==> src/rtl/voice_allocator.sv <==
// rtl/voice_allocator.sv - polyphonic voice scheduler with oldest-voice stealing
// One event in flight: latch in IDLE, scan one voice per cycle, apply the update in COMMIT.
module voice_allocator #(
    parameter int NUM_VOICES = 4,
    parameter int AGE_W      = 4
) (
    input  logic                      clk,
    input  logic                      reset,
    input  logic                      panic,
    input  logic                      event_valid,
    output logic                      event_ready,
    input  logic                      event_on,
    input  logic [6:0]                event_note,
    input  logic [6:0]                event_vel,
    output logic [16*NUM_VOICES-1:0]  voice_note_vol,
    output logic [NUM_VOICES-1:0]     voice_active,
    output logic                      stolen
);
    localparam int K_W = (NUM_VOICES > 1) ? $clog2(NUM_VOICES) : 1;

    typedef enum logic [1:0] {IDLE, SCAN, COMMIT} state_t;

    state_t                r_state;
    logic [K_W-1:0]        r_k;
    logic                  r_on;
    logic [6:0]            r_hnote;
    logic [6:0]            r_hvel;
    logic                  r_match_found;
    logic [K_W-1:0]        r_match_idx;
    logic                  r_free_found;
    logic [K_W-1:0]        r_free_idx;
    logic                  r_old_found;
    logic [K_W-1:0]        r_old_idx;
    logic [AGE_W-1:0]      r_old_age;
    logic                  r_stolen;

    logic [NUM_VOICES-1:0] r_active;
    logic [6:0]            r_note [NUM_VOICES];
    logic [7:0]            r_vol  [NUM_VOICES];
    logic [AGE_W-1:0]      r_age  [NUM_VOICES];

    logic [K_W-1:0]        w_tgt;
    logic                  w_use_old;

    // Note-on target priority: retrigger a matching voice, else a free one, else steal the oldest.
    always_comb begin
        w_tgt     = r_old_idx;
        w_use_old = 1'b0;
        if (r_match_found) begin
            w_tgt = r_match_idx;
        end else if (r_free_found) begin
            w_tgt = r_free_idx;
        end else begin
            w_use_old = 1'b1;
        end
    end

    always_ff @(posedge clk or negedge reset) begin
        if (!reset) begin
            r_state       <= IDLE;
            r_k           <= '0;
            r_on          <= 1'b0;
            r_hnote       <= '0;
            r_hvel        <= '0;
            r_match_found <= 1'b0;
            r_match_idx   <= '0;
            r_free_found  <= 1'b0;
            r_free_idx    <= '0;
            r_old_found   <= 1'b0;
            r_old_idx     <= '0;
            r_old_age     <= '0;
            r_stolen      <= 1'b0;
            r_active      <= '0;
            for (int i = 0; i < NUM_VOICES; i++) begin
                r_note[i] <= '0;
                r_vol[i]  <= '0;
                r_age[i]  <= '0;
            end
        end else if (panic) begin
            r_state  <= IDLE;
            r_k      <= '0;
            r_stolen <= 1'b0;
            r_active <= '0;
            for (int i = 0; i < NUM_VOICES; i++) begin
                r_age[i] <= '0;
            end
        end else begin
            r_stolen <= 1'b0;
            case (r_state)
                IDLE: begin
                    if (event_valid) begin
                        r_on          <= event_on && (event_vel != 7'd0);
                        r_hnote       <= event_note;
                        r_hvel        <= event_vel;
                        r_match_found <= 1'b0;
                        r_free_found  <= 1'b0;
                        r_old_found   <= 1'b0;
                        r_old_age     <= '0;
                        r_k           <= '0;
                        r_state       <= SCAN;
                    end
                end
                SCAN: begin
                    if (r_active[r_k]) begin
                        if (!r_match_found && r_note[r_k] == r_hnote) begin
                            r_match_found <= 1'b1;
                            r_match_idx   <= r_k;
                        end
                        // Strict compare keeps the lowest index on equal ages.
                        if (!r_old_found || r_age[r_k] > r_old_age) begin
                            r_old_found <= 1'b1;
                            r_old_idx   <= r_k;
                            r_old_age   <= r_age[r_k];
                        end
                    end else if (!r_free_found) begin
                        r_free_found <= 1'b1;
                        r_free_idx   <= r_k;
                    end
                    if (r_k == K_W'(NUM_VOICES - 1)) begin
                        r_k     <= '0;
                        r_state <= COMMIT;
                    end else begin
                        r_k <= r_k + 1'b1;
                    end
                end
                COMMIT: begin
                    if (r_on) begin
                        for (int i = 0; i < NUM_VOICES; i++) begin
                            if (K_W'(i) == w_tgt) begin
                                r_active[i] <= 1'b1;
                                r_note[i]   <= r_hnote;
                                r_vol[i]    <= {r_hvel, r_hvel[6]};
                                r_age[i]    <= '0;
                            end else if (r_active[i] && r_age[i] != '1) begin
                                r_age[i] <= r_age[i] + 1'b1;
                            end
                        end
                        r_stolen <= w_use_old;
                    end else if (r_match_found) begin
                        r_active[r_match_idx] <= 1'b0;
                    end
                    r_state <= IDLE;
                end
                default: r_state <= IDLE;
            endcase
        end
    end

    always_comb begin
        voice_note_vol = '0;
        for (int i = 0; i < NUM_VOICES; i++) begin
            voice_note_vol[16*i +: 16] = {1'b0, r_note[i], r_active[i] ? r_vol[i] : 8'h00};
        end
    end

    assign voice_active = r_active;
    assign stolen       = r_stolen;
    assign event_ready  = (r_state == IDLE);

endmodule

==> config.mk <==
export PLATFORM = sky130hd
export DESIGN_NAME = voice_allocator
export DESIGN_NICKNAME = d
export VERILOG_FILES = /design/src/rtl/voice_allocator.sv
export SDC_FILE = /design/constraint.sdc
export NUM_CORES = 1
export LEC_CHECK = 0
export BUFFER_PORTS_ARGS = -buffer_cell sky130_fd_sc_hd__buf_4
export CORE_ASPECT_RATIO = 0.9
export CORE_UTILIZATION = 60
export DETAILED_ROUTE_END_ITERATION = 6
export PLACE_DENSITY = 0.84
export SYNTH_ARGS = -nofsm -noshare
export SYNTH_HDL_FRONTEND = slang
export SYNTH_SLANG_ARGS = --single-unit
==> constraint.sdc <==
create_clock -name clk -period 4.7 [get_ports clk]
set_input_delay 0.47 -clock clk [delete_from_list [all_inputs] [get_ports clk]]
set_output_delay 0.47 -clock clk [all_outputs]
set_load 0.005 [all_outputs]
# Word-level counts from Yosys, hierarchy flattened
# Cells that the tools add are included.
# totals
input_bits	19
reg_bits	113
latch_bits	0
n_memories	0
elab_cells	171
out_inout_bits	70
ram_bits	0
romBits	0
# op_classes
n_reduce_logical	43
n_div	0
muxes	61
bitwise	6
magnitude_cmp	5
n_shift	0
add_sub_neg	5
multipliers	0
n_eq_ne	22
# ops
operator	count
4-bit two-way mux	17
16-bit two-way mux	3
8-bit two-way mux	4
4-bit AND reduction	8
3-bit AND reduction	9
3-bit nonzero test	6
1-bit two-way mux	17
4-bit by 1-bit adder with 4-bit output, second input constant	4
2-bit two-way mux	8
4-bit != test, second input constant	4
7-bit binary-select mux with 2-bit select	1
7-bit two-way mux	2
3-bit by 2-bit != test with 1-bit output, second input constant	4
2-bit != test, second input constant	5
5-bit AND reduction	2
4-bit binary-select mux with 2-bit select	1
2-bit one-hot mux with 2 select lines	2
4-bit one-hot mux with 2 select lines	1
7-bit == test	1
1-bit logical AND	7
7-bit nonzero test	1
2-bit by 3-bit < comparator with 1-bit output, second input constant	2
3-bit != test, second input constant	2
1-bit one-hot mux with 2 select lines	3
other kinds (19)	28

# Logic depth before layout (Yosys ltp)
# Gate-level depths: netlist (run 1).
# depth
word_depth	10
mapped_depth	10

# Worst setup path after synthesis (run 1)
# Ideal clock, no wire load.
# synth_timing
kind	register to register
startpoint	reg r_k[1]
endpoint	reg r_old_age[1]
path_buffers	2
t_arrival_ps	2647
setup_time_ps	125
slack_ps	1929
stages_incl_launch_ff	10
path_cell_list	dfrtp_1 buf_4 buf_2 mux4_2 ha_1 nor2b_1 o21a_1 o21ai_0 a221oi_2 mux2_2
# synth_via
elab_chain_cells	8
word_cells_on_any_way	14
# synth_lines
element	line	rtl
start: declaration	24	logic [K_W-1:0] r_k;
start signal: assignment	123	r_k <= r_k + 1'b1;
2-bit NOT with 3-bit output (not written as such)	110, 113	
4-bit binary-select mux with 2-bit select	110, 113	
4-bit two-way mux (not written as such) (2 in series)	110, 113	
4-bit > comparator	110	if (!r_old_found || r_age[r_k] > r_old_age) begin
1-bit logical OR	110	
2-bit != test (no source line)	-	
5-bit AND reduction (no source line)	-	
end signal: assignment	113	r_old_age <= r_age[r_k];
end: declaration	34	logic [AGE_W-1:0] r_old_age;
# Parallel ways exist; a longest one is shown, timed or not. The select of a mux whose other input is x is not followed.
# A chain may end at the register's enable or synchronous reset.

# Final worst setup path (run 1)
# layout_timing
startpoint	reg r_k[1]
endpoint	reg r_old_idx[1]
# layout_via
elab_chain_cells	7
word_cells_on_any_way	9
# layout_lines
element	line	rtl
2-bit NOT with 3-bit output (not written as such)	110	
4-bit binary-select mux with 2-bit select	110	
4-bit two-way mux (not written as such) (2 in series)	110	
4-bit > comparator	110	
1-bit logical OR	110	
4-bit AND reduction (no source line)	-	
end signal: assignment	112	r_old_idx <= r_k;
end: declaration	33	logic [K_W-1:0] r_old_idx;
# Parallel ways exist; a longest one is shown, timed or not. The select of a mux whose other input is x is not followed.

==> results of run 1 <==
[registers in the layout, summed over array words and instances, names as in the netlist]
signal and cells:
voice_active 4, r_old_idx 2, r_hnote 7, r_vol 28
r_hvel 7, r_old_age 4, r_old_found 1, r_free_found 1
r_on 1, r_k 2, stolen 1, voice_note_vol 28
r_age 16, r_free_idx 2, r_match_found 1, r_match_idx 2
r_state 2
[cells in the mapped netlist, types with 2 or more instances]
library cell | instances | area (µm²)
nand3b_1 | 3 | 22.5
nand4_1 | 4 | 25.0
mux2_2 | 64 | 721
nor3_1 | 3 | 15.0
o21a_1 | 3 | 22.5
ha_1 | 9 | 113
inv_1 | 26 | 97.6
nor4_1 | 2 | 12.5
a32oi_1 | 2 | 17.5
and2_1 | 28 | 175
a21o_1 | 4 | 30.0
buf_4 | 13 | 97.6
nand3_1 | 7 | 35.0
a31o_2 | 4 | 35.0
mux2_1 | 2 | 22.5
mux4_1 | 3 | 78.8
nor2b_1 | 3 | 18.8
mux2i_1 | 11 | 110
nand2_1 | 58 | 218
nor3_2 | 4 | 40.0
a21oi_1 | 14 | 70.1
xnor2_1 | 4 | 35.0
a31oi_1 | 4 | 25.0
xor2_1 | 4 | 35.0
nor2_1 | 13 | 48.8
a32o_1 | 4 | 40.0
dfrtp_1 | 109 | 2730
clkbuf_1 | 7 | 26.3
o22ai_1 | 7 | 43.8
buf_1 | 2 | 7.51
o21ai_0 | 14 | 70.1
mux4_2 | 6 | 135
[critical path: stages (launching register included)]
cell      delay (ns)
dfrtp_1         0.95
mux4_2          0.61
ha_1            0.30
nor2b_1         0.16
o21a_1          0.12
o21ai_0         0.10
a221oi_2        0.56
mux2_2          0.40
[layout by cell type (no fill, tap or decap), types with 6 or more instances in the layout]
master / n
a21oi_1: 14
and2_1: 28
buf_4: 89
clkbuf_8: 9
dfrtp_1: 109
ha_1: 9
inv_1: 26
mux2_2: 64
mux2i_1: 11
mux4_2: 6
nand2_1: 58
nand3_1: 7
nor2_1: 13
o21ai_0: 14
o22ai_1: 7
[metal layers]
layer	global-route usage, %	vias up
met5	0	-
met4	9.06	0
met2	42.7	165
met1	38.9	1895
met3	4.46	19
li1	-	1760
[per-stage QoR]
step / cell area [µm²] / cells / setup slack, ns / utilization [%]
6_report: 6200 / 660 / 1.38 / 72.0
5_1_grt: 6200 / 660 / 1.16 / 72.0
4_1_cts: 6200 / 660 / 1.40 / 72.0
3_5_place_dp: 6020 / 644 / 1.42 / 70.0
3_3_place_gp: 6020 / 644 / 1.57 / 70.0
2_1_floorplan: 5350 / 461 / 1.93 / -
[kinds of logic (layout without fill, tap and decap cells)]
family	count (synthesis)	after routing	synth area share, %
compound gates	62	62	7.90
xor+xnor	8	8	1.31
fa+ha+maj	9	9	2.11
buf+inv	51	131	4.69
flops	109	109	51.1
mux	86	86	20.0
other cells	1	4	0.0702
simple gates	132	132	12.8
[report_power, final]
| part | total (W) | switching, W | leakage, nW | internal (W) |
|---|---|---|---|---|
| Combinational | 0.000140 | 0.0000827 | 1.49 | 0.0000572 |
| Sequential | 0.00103 | 0.0000590 | 1.49 | 0.000969 |
| Clock | 0.000525 | 0.000324 | 0.0889 | 0.000201 |
[how the worst max path moves through the flow]
stage          slack (ns)                        to  depth (start not counted)
6_report             1.38  r_old_idx[1]$_DFFE_PN0P_                          7
3_3_place_gp         1.57  r_old_age[2]$_DFFE_PN0P_                          7
3_5_place_dp         1.42  r_old_age[3]$_DFFE_PN0P_                          7
4_1_cts              1.40  r_old_idx[1]$_DFFE_PN0P_                          7
5_1_grt              1.16  r_old_age[1]$_DFFE_PN0P_                          7
2_1_floorplan        1.93  r_old_age[1]$_DFFE_PN0P_                          9
[layout make-up]
| class | count | area [µm²] | area share [%] |
|---|---|---|---|
| Sequential cell | 109 | 2730 | 44.0 |
| Multi-Input combinational cell | 301 | 2380 | 38.4 |
| Timing Repair Buffer | 89 | 668 | 10.8 |
| Tap cell | 119 | 149 | 2.40 |
| Clock buffer | 11 | 131 | 2.12 |
| Inverter | 26 | 97.6 | 1.57 |
| Clock inverter | 5 | 43.8 | 0.707 |
==> results by group, run 1 <==
STA
  • Fin Setup TNS: 0 ns
  • Max Slew Vio Count: 0
  • RSZ-0062 raised after global routing: no
  • Final Cycle Share: 70.7%
  • Final setup fails: 0
  • Clk_skew: 0.0108 ns
  • Final critical-path required period: 3.32 ns
  • Fin. Hold Viols: 0
  • Fmax achieved: 301 MHz
  • Hold slack: 0.202 ns
  • Relative slew slack: 20.1%
  • Slew @ Worst Pin: 1.19 ns

Clock network
  • Post-CTS Resized: 0
  • Clock transition at path regs: 0.10 ns
  • H-tree depth: 3
  • Clock Sinks: 109
  • Post-CTS Setup Inserts: 0
  • Total CTS buffers: 9
  • CTS tree: yes
  • Hold_buf cts: 0
  • Root Buffer: clkbuf_8
  • Clock Latency Late Sink: 0.37 ns
  • Clock Path Buffers: 2

Synth
  • Post-synth EDFFs: 0
  • Asr flop ratio synth: 100%
  • Yosys cell types: 49
  • Yosys reg bits: 109
  • Ys flop type: dfrtp_1
  • Mapped Avg Cell Area: 11.7 µm²
  • Post-synthesis sequential area ratio: 51.1%
  • Yosys warns: 0
  • Synth Cell Area: 5340 µm²
  • Synth Instances: 458

Setup path
  • Register-to-Register Path Depth: 7
  • Reg2reg start: r_k[1]$_DFFE_PN0P_
  • R2R setup slack: 1.38 ns
  • Setup crit end kind: flop
  • Startpoint Class: flop
  • Crit path required time: 4.95 ns
  • Crit path from: r_k[1]$_DFFE_PN0P_
  • Data arrival time of the critical path: 3.58 ns
  • Reg2reg end: r_old_idx[1]$_DFFE_PN0P_
  • Critical path class: reg2reg
  • Crit-path max FO: 20

Routing
  • Via/cell ratio: 5.82
  • Top Layer Used: met4
  • ANT nets after route: 0
  • Met3 wire length: 738 µm
  • DRT iter0 DRCs: 253
  • Met2 routed WL: 5510 µm
  • Pre-antenna DRT Iters: 5
  • Wirelength per Cell: 17.8 µm
  • DR vias: 3839
  • M1 WL: 5260 µm
  • Total Wirelength: 11700 µm
  • DRC viols: 0

Global routing
  • Global-route wire length before repair: 19100 µm
  • Initial antenna violation count: 0
  • GR Util All Layers: 27.3%
  • Number of global-route vias before repair: 3739
  • Largest net degree at the start of global routing: 73
  • Gr ovfl total: 0

Power and ir drop
  • Total power: 0.00169 W
  • Pwr/cell area: 273 nW/µm²
  • LEAKAGE: 3.07 nW
  • Worst IR Drop VDD: 0.221 mV

Floorplanning
  • Die width: 101 µm
  • Die Y-Extent: 91.5 µm
  • CORE AREA: 8610 µm²
  • Ports: 89
  • Die footprint: 9280 µm²
  • Standard-cell row count: 32
  • Initial Util: 62.0%

Place
  • Hpwl dp: 8200 µm
  • Placer congestion estimate: 0.844
  • Port Buffers: 84

Finish
  • Final #Nets: 564
  • Fillers: 600
  • N_diodes: 0
  • Area grow syn2layout: 16.1%
  • Layout cell share with drive strength beyond 1: 34.6%

Run
  • Max Cap Viol: 0

Outcome
  • Status: complete, no violations

Min path
  • Worst min path class: in2async
Note: power is estimated with default switching activity, not from simulation.
==> inputs of run 2 (changes only) <==
--- a/config.mk
+++ b/config.mk
@@ -7,9 +7,9 @@
 export LEC_CHECK = 0
 export BUFFER_PORTS_ARGS = -buffer_cell sky130_fd_sc_hd__buf_4
 export CORE_ASPECT_RATIO = 0.9
-export CORE_UTILIZATION = 60
+export CORE_UTILIZATION = 56
 export DETAILED_ROUTE_END_ITERATION = 6
-export PLACE_DENSITY = 0.84
+export PLACE_DENSITY = 0.79
 export SYNTH_ARGS = -nofsm -noshare
 export SYNTH_HDL_FRONTEND = slang
 export SYNTH_SLANG_ARGS = --single-unit
==> constraint.sdc (replaced) <==
create_clock -name clk -period 3.21 [get_ports clk]
set_input_delay 0.321 -clock clk [delete_from_list [all_inputs] [get_ports clk]]
set_output_delay 0.321 -clock clk [all_outputs]
set_load 0.005 [all_outputs]
==> run 2 against run 1 <==
  * Total power increased by 56%
  * Global-route usage decreased by 1.0 points
  * Count of clock-buffer cells in the layout decreased by 1
  * Clock skew about the same
  * Combinational power increased by 58%
  * Flip-flop and latch count unchanged
  * Largest cell class unchanged
  * Largest power group unchanged
==> results by group, run 2 (synthesis gave the netlist of run 1 again) <==
Power and ir drop
  • Sequential share of power: 56.5% (was 60.7%)
  • Switch share: 25.7% (was 27.5%)
  • Worst IR Drop VDD: 0.252 mV (was 0.221 mV)
  • Power Internal: 0.00197 W (was 0.00123 W)
  • LEAKAGE: 3.11 nW (was 3.07 nW)
  • Comb pwr share: 8.4% (was 8.3%)
  • Clk pwr share: 35.1% (was 31.0%)
  • Pwr/cell area: 421 nW/µm² (was 273 nW/µm²)
  • Switching Power: 0.000682 W (was 0.000466 W)

STA
  • Final Cycle Share: 86.1% (was 70.7%)
  • Hold slack: 0.127 ns (was 0.202 ns)
  • Final critical-path required period: 2.76 ns (was 3.32 ns)
  • Fin Setup TNS: 0 ns (unchanged)
  • Final setup fails: 0 (unchanged)
  • Clk_skew: 0.0108 ns (about the same)
  • Relative slew slack: 27.4% (was 20.1%)
  • Max Slew Vio Count: 0 (unchanged)
  • RSZ-0062 raised after global routing: no (unchanged)
  • Fmax achieved: 362 MHz (was 301 MHz)
  • Slew @ Worst Pin: 1.09 ns (was 1.19 ns)
  • Fin. Hold Viols: 0 (unchanged)

Floorplanning
  • Die Y-Extent: 94.6 µm (was 91.5 µm)
  • Die width: 105 µm (was 101 µm)
  • CORE AREA: 9170 µm² (was 8610 µm²)
  • Standard-cell row count: 33 (was 32)
  • Die footprint: 9930 µm² (was 9280 µm²)
  • Ports: 89 (unchanged)
  • Initial Util: 58.2% (was 62.0%)

Finish
  • Fillers: 669 (was 600)
  • Area grow syn2layout: 17.9% (was 16.1%)
  • Leading cell type in the layout, fill and taps excluded: dfrtp_1 (unchanged)
  • N_diodes: 0 (unchanged)
  • Commonest cells after routing, fill and taps aside: dfrtp_1, buf_4, mux2_2 (unchanged)
  • Layout cell share with drive strength beyond 1: 35.1% (was 34.6%)
  • Final #Nets: 568 (was 564)

Global routing
  • GR Util All Layers: 26.3% (was 27.3%)
  • Largest net degree at the start of global routing: 63 (was 73)
  • Busiest layer in global routing: met2 (unchanged)
  • Initial antenna violation count: 0 (unchanged)
  • Grt met2 use: 43.3% (was 42.7%)
  • Gr ovfl total: 0 (unchanged)
  • GRT met3 Usage: 4.83% (was 4.46%)
  • Number of global-route vias before repair: 3874 (was 3739)
  • Met1 Use GR: 35.6% (was 38.9%)
  • Global-route wire length before repair: 20000 µm (was 19100 µm)

Setup path
  • Buf+Inv Stages, Crit Path: 0 (unchanged)
  • Crit-path cells: mux4_1 > ha_1 > o21a_1 > o21ai_0 > a221oi_2 > mux2_2 (was mux4_2 > ha_1 > nor2b_1 > o21a_1 > o21ai_0 > a221oi_2 > mux2_2)
  • Data arrival time of the critical path: 3.03 ns (was 3.58 ns)
  • Critical path class: reg2reg (unchanged)
  • Setup crit end kind: flop (unchanged)
  • Crit-path max FO: 6 (was 20)
  • Master of the slowest instance on the critical path: mux4_1 (was dfrtp_1)
  • R2R setup slack: 0.45 ns (was 1.38 ns)
  • Crit-path max cell delay: 0.63 ns (was 0.95 ns)
  • Startpoint Class: flop (unchanged)
  • Top delay family on crit path: multiplexers (unchanged)
  • Crit path required time: 3.48 ns (was 4.95 ns)

Routing
  • Pre-antenna DRT Iters: 5 (unchanged)
  • DRT iter0 DRCs: 225 (was 253)
  • Via/cell ratio: 5.83 (was 5.82)
  • ANT nets after route: 0 (unchanged)
  • Wirelength per Cell: 18.2 µm (was 17.8 µm)
  • DRC viols: 0 (unchanged)
  • Total Wirelength: 12100 µm (was 11700 µm)
  • DR vias: 3884 (was 3839)

Clock network
  • Post-CTS Setup Inserts: 0 (unchanged)
  • Clock transition at path regs: 0.10 ns (about the same)
  • Total CTS buffers: 9 (unchanged)
  • Post-CTS Resized: 0 (unchanged)
  • CTS tree: yes (unchanged)
  • Clock Sinks: 109 (unchanged)
  • H-tree depth: 3 (unchanged)
  • Clock Path Buffers: 2 (unchanged)
  • Clock Latency Late Sink: 0.38 ns (was 0.37 ns)
  • Hold_buf cts: 1 (was 0)
  • Root Buffer: clkbuf_8 (unchanged)

Place
  • Hpwl dp: 8350 µm (was 8200 µm)
  • Placer congestion estimate: 0.852 (was 0.844)
  • Port Buffers: 84 (unchanged)

Min path
  • Worst min path class: in2reg (was in2async)

Outcome
  • Status: complete, no violations (unchanged)

Run
  • Max Cap Viol: 0 (unchanged)
run 2: changes by cell type in the layout (fill, tap and decap cells not counted), sizes merged:
| cell | before | now |
|---|---|---|
| bufinv | 0 | 2 |
| dlygate4sd3 | 0 | 1 |
| clkinv | 2 | 0 |
| inv | 29 | 27 |
| buf | 89 | 92 |
| clkinvlp | 0 | 2 |
| clkbuf | 11 | 10 |
run 2: layer usage:
metal | vias up | wire length, µm
met5 | - | 0
met4 | 0 | 251
met3 | 23 | 650
met2 | 160 | 5760
met1 | 1934 | 5450
li1 | 1767 | -
run 2: layout make-up:
class	instances	area (µm²)	share of cell area (%)
Sequential cell	109	2730	43.3
Tap cell	122	153	2.43
Inverter	26	97.6	1.55
Clock buffer	10	138	2.19
Timing Repair Buffer	93	713	11.3
Clock inverter	5	83.8	1.33
Multi-Input combinational cell	301	2380	37.8
run 2: path summary, 6_finish.rpt:
path / depth (start not counted) / startpoint / end
max: 6 / r_k[0]$_DFFE_PN0P_ / r_old_age[3]$_DFFE_PN0P_
min: 3 / event_note[3] / r_hnote[3]$_DFFE_PN0P_
max reg2reg: 6 / r_k[0]$_DFFE_PN0P_ / r_old_age[3]$_DFFE_PN0P_
min reg2reg: 1 / r_vol[2]$_DFFE_PN0P_ / r_vol[2]$_DFFE_PN0P_
max in group asynchronous: 3 / reset / r_age[1]$_DFFE_PN0P_
min in group asynchronous: 2 / reset / r_vol[0]$_DFFE_PN0P_
run 2: through the flow:
| step | std cells | total power (W) | area [µm²] | utilization [%] | setup slack (ns) |
|---|---|---|---|---|---|
| global route | 666 | 0.00276 | 6290 | 68.7 | 0.287 |
| floorplan | 461 | 0.00164 | 5350 | - | 0.439 |
| CTS | 666 | 0.00266 | 6290 | 68.7 | 0.462 |
| global placement | 650 | 0.00173 | 6060 | 66.1 | 0.605 |
| finish | 666 | 0.00265 | 6290 | 68.7 | 0.447 |
| detailed placement | 650 | 0.00174 | 6060 | 66.1 | 0.541 |
run 2: power groups by stage:
stage	registers (W)	logic (W)	clock network, W
after floorplan	0.00148	0.000161	0
after global placement	0.00152	0.000213	0
after detailed placement	0.00152	0.000221	0
after CTS	0.00149	0.000223	0.000942
after global routing	0.00151	0.000248	0.00101
final	0.00150	0.000221	0.000931
run 2: worst register-to-register path: stages, from the launching register on:
cell	delay, ns
dfrtp_1	0.49
mux4_1	0.63
ha_1	0.33
o21a_1	0.13
o21ai_0	0.09
a221oi_2	0.56
mux2_2	0.41
